<file path="src/rtl/tiny8_mem_arbiter_pkg.sv">
// Shared types for the tiny8 memory arbiter: word type, arbiter state and port id.
package tiny8_mem_arbiter_pkg;

   typedef logic [7:0] tiny8_word;
   typedef logic       arb_port_t;

   typedef enum logic [1:0] {
      ARB_IDLE,
      ARB_ACCESS,
      ARB_DONE
   } arb_state_t;

endpackage

</file>
<file path="src/rtl/tiny8_rr_select.sv">
// Two-way round-robin pick: a lone requester wins, a tie goes to the port that was not served last.
module tiny8_rr_select
   import tiny8_mem_arbiter_pkg::*;
(
   input  logic [1:0] req_i,
   input  arb_port_t  last_i,
   output arb_port_t  grant_o,
   output logic       valid_o
);

   always_comb begin
      valid_o = |req_i;
      grant_o = 1'b0;
      if (&req_i) begin
         grant_o = ~last_i;
      end else if (req_i[1]) begin
         grant_o = 1'b1;
      end
   end

endmodule

</file>
<file path="src/rtl/tiny8_mem_arbiter.sv">
// Shares one tiny8 memory port between fetch (p0) and load/store (p1); one access in flight,
// round-robin on ties, memory-side signals come from registered copies so port inputs may move.
module tiny8_mem_arbiter
   import tiny8_mem_arbiter_pkg::*;
#(
   parameter int TIMEOUT    = 15,
   parameter int RESET_PRIO = 0
) (
   input  logic      clk,
   input  logic      rst_n,
   input  logic      p0_read,
   input  logic      p0_write,
   input  tiny8_word p0_address,
   input  tiny8_word p0_wdata,
   output logic      p0_resp,
   output tiny8_word p0_rdata,
   input  logic      p1_read,
   input  logic      p1_write,
   input  tiny8_word p1_address,
   input  tiny8_word p1_wdata,
   output logic      p1_resp,
   output tiny8_word p1_rdata,
   output logic      mem_read,
   output logic      mem_write,
   output tiny8_word mem_address,
   output tiny8_word mem_wdata,
   input  logic      mem_resp,
   input  tiny8_word mem_rdata,
   output logic      timeout_err
);

   localparam int        TW       = $clog2(TIMEOUT + 1);
   localparam arb_port_t LAST_RST = (RESET_PRIO == 0) ? 1'b1 : 1'b0;

   arb_state_t    state_q, state_d;
   arb_port_t     grant_q, grant_d;
   arb_port_t     last_q, last_d;
   logic          wr_q, wr_d;
   tiny8_word     addr_q, addr_d;
   tiny8_word     wdata_q, wdata_d;
   tiny8_word     rdata_q, rdata_d;
   logic [TW-1:0] timer_q, timer_d;
   logic          terr_q, terr_d;

   logic [1:0]    req;
   arb_port_t     sel_grant;
   logic          sel_valid;

   assign req = {p1_read | p1_write, p0_read | p0_write};

   tiny8_rr_select u_rr_select (
      .req_i   (req),
      .last_i  (last_q),
      .grant_o (sel_grant),
      .valid_o (sel_valid)
   );

   always_comb begin
      state_d = state_q;
      grant_d = grant_q;
      last_d  = last_q;
      wr_d    = wr_q;
      addr_d  = addr_q;
      wdata_d = wdata_q;
      rdata_d = rdata_q;
      timer_d = timer_q;
      terr_d  = terr_q;
      case (state_q)
         ARB_IDLE: begin
            if (sel_valid) begin
               grant_d = sel_grant;
               // Write wins when a master raises read and write together.
               wr_d    = sel_grant ? p1_write   : p0_write;
               addr_d  = sel_grant ? p1_address : p0_address;
               wdata_d = sel_grant ? p1_wdata   : p0_wdata;
               timer_d = '0;
               state_d = ARB_ACCESS;
            end
         end
         ARB_ACCESS: begin
            if (mem_resp) begin
               rdata_d = wr_q ? '0 : mem_rdata;
               state_d = ARB_DONE;
            end else if (timer_q == TW'(TIMEOUT)) begin
               rdata_d = '0;
               terr_d  = 1'b1;
               state_d = ARB_DONE;
            end else begin
               timer_d = timer_q + 1'b1;
            end
         end
         ARB_DONE: begin
            last_d  = grant_q;
            state_d = ARB_IDLE;
         end
         default: state_d = ARB_IDLE;
      endcase
   end

   always_ff @(posedge clk or negedge rst_n) begin
      if (!rst_n) begin
         state_q <= ARB_IDLE;
         grant_q <= 1'b0;
         last_q  <= LAST_RST;
         wr_q    <= 1'b0;
         addr_q  <= '0;
         wdata_q <= '0;
         rdata_q <= '0;
         timer_q <= '0;
         terr_q  <= 1'b0;
      end else begin
         state_q <= state_d;
         grant_q <= grant_d;
         last_q  <= last_d;
         wr_q    <= wr_d;
         addr_q  <= addr_d;
         wdata_q <= wdata_d;
         rdata_q <= rdata_d;
         timer_q <= timer_d;
         terr_q  <= terr_d;
      end
   end

   assign mem_read    = (state_q == ARB_ACCESS) && !wr_q;
   assign mem_write   = (state_q == ARB_ACCESS) &&  wr_q;
   assign mem_address = (state_q == ARB_ACCESS) ? addr_q  : '0;
   assign mem_wdata   = (state_q == ARB_ACCESS) ? wdata_q : '0;

   assign p0_resp     = (state_q == ARB_DONE) && (grant_q == 1'b0);
   assign p1_resp     = (state_q == ARB_DONE) && (grant_q == 1'b1);
   assign p0_rdata    = p0_resp ? rdata_q : '0;
   assign p1_rdata    = p1_resp ? rdata_q : '0;
   assign timeout_err = terr_q;

endmodule

</file>
<file path="config.mk">
export PLATFORM = sky130hd
export DESIGN_NAME = tiny8_mem_arbiter
export DESIGN_NICKNAME = d
export VERILOG_FILES = /design/src/rtl/tiny8_mem_arbiter_pkg.sv /design/src/rtl/tiny8_rr_select.sv /design/src/rtl/tiny8_mem_arbiter.sv
export SDC_FILE = /design/constraint.sdc
export NUM_CORES = 1
export LEC_CHECK = 0
export CAP_MARGIN = 20
export CORE_ASPECT_RATIO = 0.75
export CORE_MARGIN = 8
export CORE_UTILIZATION = 35
export DETAILED_ROUTE_END_ITERATION = 12
export GPL_TIMING_DRIVEN = 0
export PLACE_DENSITY = 0.7
export SLEW_MARGIN = 25
export SYNTH_ARGS = -nofsm -noshare
export SYNTH_HDL_FRONTEND = slang
export SYNTH_SLANG_ARGS = --single-unit
</file>
<file path="constraint.sdc">
create_clock -name clk -period 2.35 [get_ports clk]
set_input_delay 0.3525 -clock clk [delete_from_list [all_inputs] [get_ports clk]]
set_output_delay 0.3525 -clock clk [all_outputs]
set_load 0.01 [all_outputs]
</file>
-- Word-level counts from Yosys, hierarchy flattened
Index checks and enable logic that the tools add are counted.
- logic and storage cells: 57
- register bits after elaboration: 34
- $add $sub $neg: 1
- bitwise logic cells: 5
- equality and inequality tests: 7
- reductions and logical operators: 15
- multiplexer cells: 20
- operators with widths (cell ; number):
    $mux W8 ; 9
    $mux W4 ; 3
    $pmux W4 S2 ; 1
    $reduce_and A2 Y1 ; 4
    $mux W2 ; 3
    $ne A2 B2 Y1 const B ; 3
    $add A4 B1 Y4 const B ; 1
    $eq A4 B4 Y1 const B ; 1
    $logic_and A1 B1 Y1 ; 4
    $pmux W2 S2 ; 1
    $reduce_and A4 Y1 ; 1
    $reduce_bool A2 Y1 ; 2
    $mux W1 ; 3
    $ne A3 B3 Y1 const B ; 1
    $not A1 Y1 ; 3
    $reduce_and A3 Y1 ; 1
    $eq A2 B1 Y1 const B ; 1
    $eq A2 B2 Y1 const B ; 1
    $logic_not A2 Y1 ; 1
    $or A1 B1 Y1 ; 2
    $reduce_or A2 Y1 ; 1
    $logic_not A1 Y1 ; 1

-- Longest topological paths before layout
- depth after elaboration: 4
- mapped depth: 5
- gate-level depth less buffers: 4

-- Hierarchy
Synthesis repeated with hierarchy kept, for this count alone.
- cells, all modules: 175
- area, all modules: 1791.7 um^2
- modules (own cells, without submodules) (module ; cells an instance ; times used ; sequential area each (um^2) ; area each (um^2)):
    tiny8_mem_arbiter ; 173 ; 1 ; 852.1 ; 1778.0
    tiny8_rr_select ; 2 ; 1 ; 0.0 ; 13.8

-- Worst setup path before layout
Ideal clock, no wire load.
- path type: register to output
- start: register state_q[0]
- end: output port p1_rdata[0]
- path buffers: 0
- path slack: 827 ps
- arrival: 1171 ps
- stages on the path, launching flop included: 4
- path through: dfrtp_1 -> nand2b_1 -> nor2_1 -> and2_1
- word-level cells in the longest chain between the ends: 3
- ends and longest elaborated chain (element ; line ; RTL):
    start: declaration ; tiny8_mem_arbiter.sv:35 ; arb_state_t state_q, state_d;
    start signal: assignment ; tiny8_mem_arbiter.sv:112 ; state_q <= state_d;
    $eq A2 B2 Y1 ; tiny8_mem_arbiter.sv:130 ; assign p1_resp = (state_q == ARB_DONE) && (grant_q == 1'b1);
    $logic_and A1 B1 Y1 ; tiny8_mem_arbiter.sv:130 ;
    via p1_resp ; tiny8_mem_arbiter.sv:21 ; output logic p1_resp,
    $mux W8 ; tiny8_mem_arbiter.sv:132 ; assign p1_rdata = p1_resp ? rdata_q : '0;
    end: declaration ; tiny8_mem_arbiter.sv:22 ; output tiny8_word p1_rdata,
The timed path passes the listed nets, and every way through them passes these cells.

-- Worst setup path after layout
- start: register state_q[1]
- end: output port mem_wdata[0]
- word-level cells in the longest chain between the ends: 2
- ends and longest elaborated chain (element ; line ; RTL):
    $eq A2 B1 Y1 ; tiny8_mem_arbiter.sv:127 ; assign mem_wdata = (state_q == ARB_ACCESS) ? wdata_q : '0;
    $mux W8 ; tiny8_mem_arbiter.sv:127 ;
    end: declaration ; tiny8_mem_arbiter.sv:26 ; output tiny8_word mem_wdata,
Every way passes these cells.

==> metrics.csv <==
stage,metric,value,unit
run_status,status,"complete, no violations",
route,wl,6.14,mm
critical_path,critPathKind,reg -> out,
route,vias,1872,
run,drv_cap,0,
global_routing,use_met1,19.2,%
route,ant_nets,0,
logic_synthesis,netlist_area,1910,µm²
route,wl_per_cell,16.7,µm
final_layout,areaGrowthSynthToFinish,57.7,%
die,die_w,101,µm
clocking,cts_buffers,5,
global_routing,grt_pass1_vias,1924,
power_and_ir_drop,ir_drop,0.000461,V
route,routed_via_density,5.09,
die,row_count,23,
placed_design,place_congestion,0.799,
route,drt_first_pass_iters,4,
global_routing,grt_util_met2,22.5,%
critical_path,start_kind,register,
power_and_ir_drop,p_per_area,1060,nW/µm²
critical_path,path_max_fanout,10,
global_routing,use_met3,4.79,%
sta,grt_setup_unrepaired,no,
clocking,root_buffer,clkbuf_8,
sta,drv_slew,0,
sta,post-route-min-period,2220,ps
die,die_h,79.9,µm
power_and_ir_drop,p_clk_share,16.0,%
sta,slew_headroom,52.2,%
final_layout,layout-drive-gt1-share,10.2,%
final_layout,diodes,0,
critical_path,endpoint_kind,output pin,
logic_synthesis,ys_seq_elements,34,
sta,tightest_slew,711,ps
global_routing,busiest_layer,met2,
global_routing,grt_antenna_before_repair,0,
sta,fin_crit_sh,94.4,%
logic_synthesis,ys_seq_area_share,44.7,%
global_routing,grt_util_all_layers,14.6,%
sta,clock_skew,3.18,ps
placed_design,io_buffers,83,
power_and_ir_drop,p_sw,1.19,mW
die,ios,84,
hold_path,hp-class,in -> async,
die,fp.dieArea,8090,µm²
sta,hold_viol_final,0,
sta,max_freq,0.451,GHz
sta,fin_setup_tns,0,ps
logic_synthesis,synth.top_cell.area_share,43.3,%
sta,finalSetupViolations,0,
global_routing,grt_first_pass_wirelength,9.52,mm
sta,hold_ws,2.94,ps
clocking,clkLatencyLatePin,280,ps
power_and_ir_drop,leakage,1.22,nW
clocking,clkTransAtPathRegs,70,ps
logic_synthesis,netlist_instances,199,
logic_synthesis,netlist_top_cells_area,"dfrtp_1, and2_1, nand3b_1",
critical_path,worstPathArrival,1870,ps
power_and_ir_drop,combPwrFrac,50.4,%
clocking,clock-sinks,34,
die,start_util,36.0,%
logic_synthesis,synth_cell_types,42,
final_layout,finalNetCount,340,
route,drcViolationCount,0,
logic_synthesis,synth_largest_area_cell,dfrtp_1,
global_routing,grt_max_degree,19,
global_routing,grt_overflow,0,
power_and_ir_drop,p_int,2.01,mW
logic_synthesis,syn_nets,247,
placed_design,hpwlAfterDp,4.51,mm
clocking,htreeDepth,2,
die,core,5300,µm²
route,drtIter0Drc,91,
power_and_ir_drop,switching_share,37.2,%
logic_synthesis,syn_avg_cell_area,9.58,µm²
clocking,cts_buffer_depth,2,
critical_path,crit_required,2000,ps
clocking,cts_hold_buffers,0,
power_and_ir_drop,seq_power_share,33.7,%
logic_synthesis,yosysWarnings,0,
clocking,cts_tree,built,
[final timing paths]
path | start | endpoint | slack [ps] | cells past startpoint
setup / recovery | state_q[1] | mem_wdata[0] | 130 | 4
hold / removal | rst_n | timer_q[0] | 3 | 1
setup reg to reg | state_q[1] | addr_q[4] | 590 | 4
hold reg to reg | timeout_err | timeout_err | 470 | 1
max in group asynchronous | rst_n | state_q[0] | 1900 | 2
min in group clk | timeout_err | timeout_err | 470 | 1
[power by group through the flow]
stage,logic [mW],clock network [mW],registers (mW)
6_report,1.61,0.510,1.08
5_1_grt,1.77,0.541,1.11
3_3_place_gp,1.56,0,1.05
3_5_place_dp,1.59,0,1.06
2_1_floorplan,0.912,0,1.00
4_1_cts,1.61,0.513,1.06
[synth_stat cells]
| library cell | number |
|---|---|
| a211o_1 | 1 |
| a21o_1 | 2 |
| a21o_2 | 1 |
| a21oi_1 | 17 |
| a21oi_2 | 1 |
| a221o_1 | 1 |
| a22o_1 | 8 |
| a31oi_1 | 16 |
| a32o_1 | 1 |
| and2_1 | 33 |
| and3_1 | 1 |
| and3b_1 | 1 |
| and4_1 | 1 |
| buf_2 | 1 |
| buf_6 | 3 |
| clkbuf_1 | 8 |
| dfrtp_1 | 33 |
| dfstp_2 | 1 |
| ha_1 | 1 |
| inv_1 | 3 |
| mux2_2 | 1 |
| mux2i_1 | 1 |
| nand2b_1 | 4 |
| nand3_1 | 2 |
| nand3b_1 | 16 |
| nor2_1 | 7 |
| nor2_2 | 1 |
| nor2b_1 | 1 |
| nor3_1 | 1 |
| nor3b_1 | 1 |
| nor3b_2 | 1 |
| nor4_1 | 1 |
| o211a_1 | 1 |
| o21a_1 | 1 |
| o21ai_0 | 18 |
| o21ai_1 | 2 |
| o21bai_1 | 1 |
| o31a_1 | 1 |
| o41ai_1 | 1 |
| or2_2 | 1 |
| or3b_2 | 1 |
| or4_4 | 1 |
[per-stage QoR]
step | cell area, µm² | cells | utilization [%] | setup WS (ps) | power [mW]
2_1_floorplan | 1910 | 199 | - | 827 | 1.92
3_3_place_gp | 2830 | 357 | 53.5 | 105 | 2.61
3_5_place_dp | 2850 | 358 | 53.9 | 66.7 | 2.65
4_1_cts | 2980 | 366 | 56.3 | 1.51 | 3.18
5_1_grt | 3010 | 368 | 56.8 | 12.6 | 3.42
6_report | 3010 | 368 | 56.8 | 131 | 3.20
[per-layer routing]
layer	wire length (µm)	share of wire [%]	up-vias
met3	462	7.5	5
met2	2700	44	72
li1	-	-	913
met1	2930	48	882
met5	0	0	-
met4	38	0.62	0
[cell type report]
| type | instances | area (µm²) |
|---|---|---|
| fillers | 498 | 2290 |
| flip-flops and latches | 34 | 853 |
| multi-input cells | 152 | 1010 |
| well taps | 75 | 93.8 |
| clock buffers | 8 | 110 |
| plain buffers | 12 | 70.1 |
| inverters | 3 | 11.3 |
| repair buffers | 84 | 853 |
[critical path: stages (launching register included)]
cell and delay, ps:
dfrtp_1 470, nor2b_1 170, clkbuf_2 230, and2_1 160
clkdlybuf4s50_1 550
[placed cells by master, fill, tap and decap left out, types with 2 or more instances in the layout]
cell / count
a21o_1: 2
nor2_2: 2
nand3_1: 2
nor2_1: 5
nor2_4: 3
clkdlybuf4s50_1: 82
o21ai_1: 2
nand2b_1: 3
a21oi_1: 17
clkbuf_1: 7
nand3b_1: 16
buf_6: 3
o21ai_0: 18
dfrtp_1: 32
a31oi_1: 16
clkbuf_8: 8
a22o_1: 8
inv_1: 3
and2_1: 33
buf_2: 2
[sequential cells by signal, summed over array words and instances (netlist names)]
register and flops:
state_q 2, timeout_err 1, addr_q 8, grant_q 1, last_q 1, timer_q 4, rdata_q 8, wdata_q 8
wr_q 1
[cells by family (layout without fill, tap and decap cells)]
| logic type | after synthesis | count (layout) | synth area share [%] |
|---|---|---|---|
| flip-flops | 34 | 34 | 44.7 |
| buffers and inverters | 15 | 107 | 4.20 |
| AO/OA/AOI/OAI | 73 | 73 | 24.1 |
| multiplexers | 2 | 2 | 1.12 |
| AND/OR/NAND/NOR | 74 | 76 | 25.3 |
| adder cells (fa/ha/maj) | 1 | 1 | 0.656 |
[timing repair]
action / in CTS / in global routing
endpoints found under the hold margin: 0 / 0
gates cloned: 0 / 2
setup buffers: 0 / 0
pin swaps: 0 / 2
setup endpoints to repair: 28 / 17
gates resized for setup: 5 / 4
(Power assumes the default switching activity.)
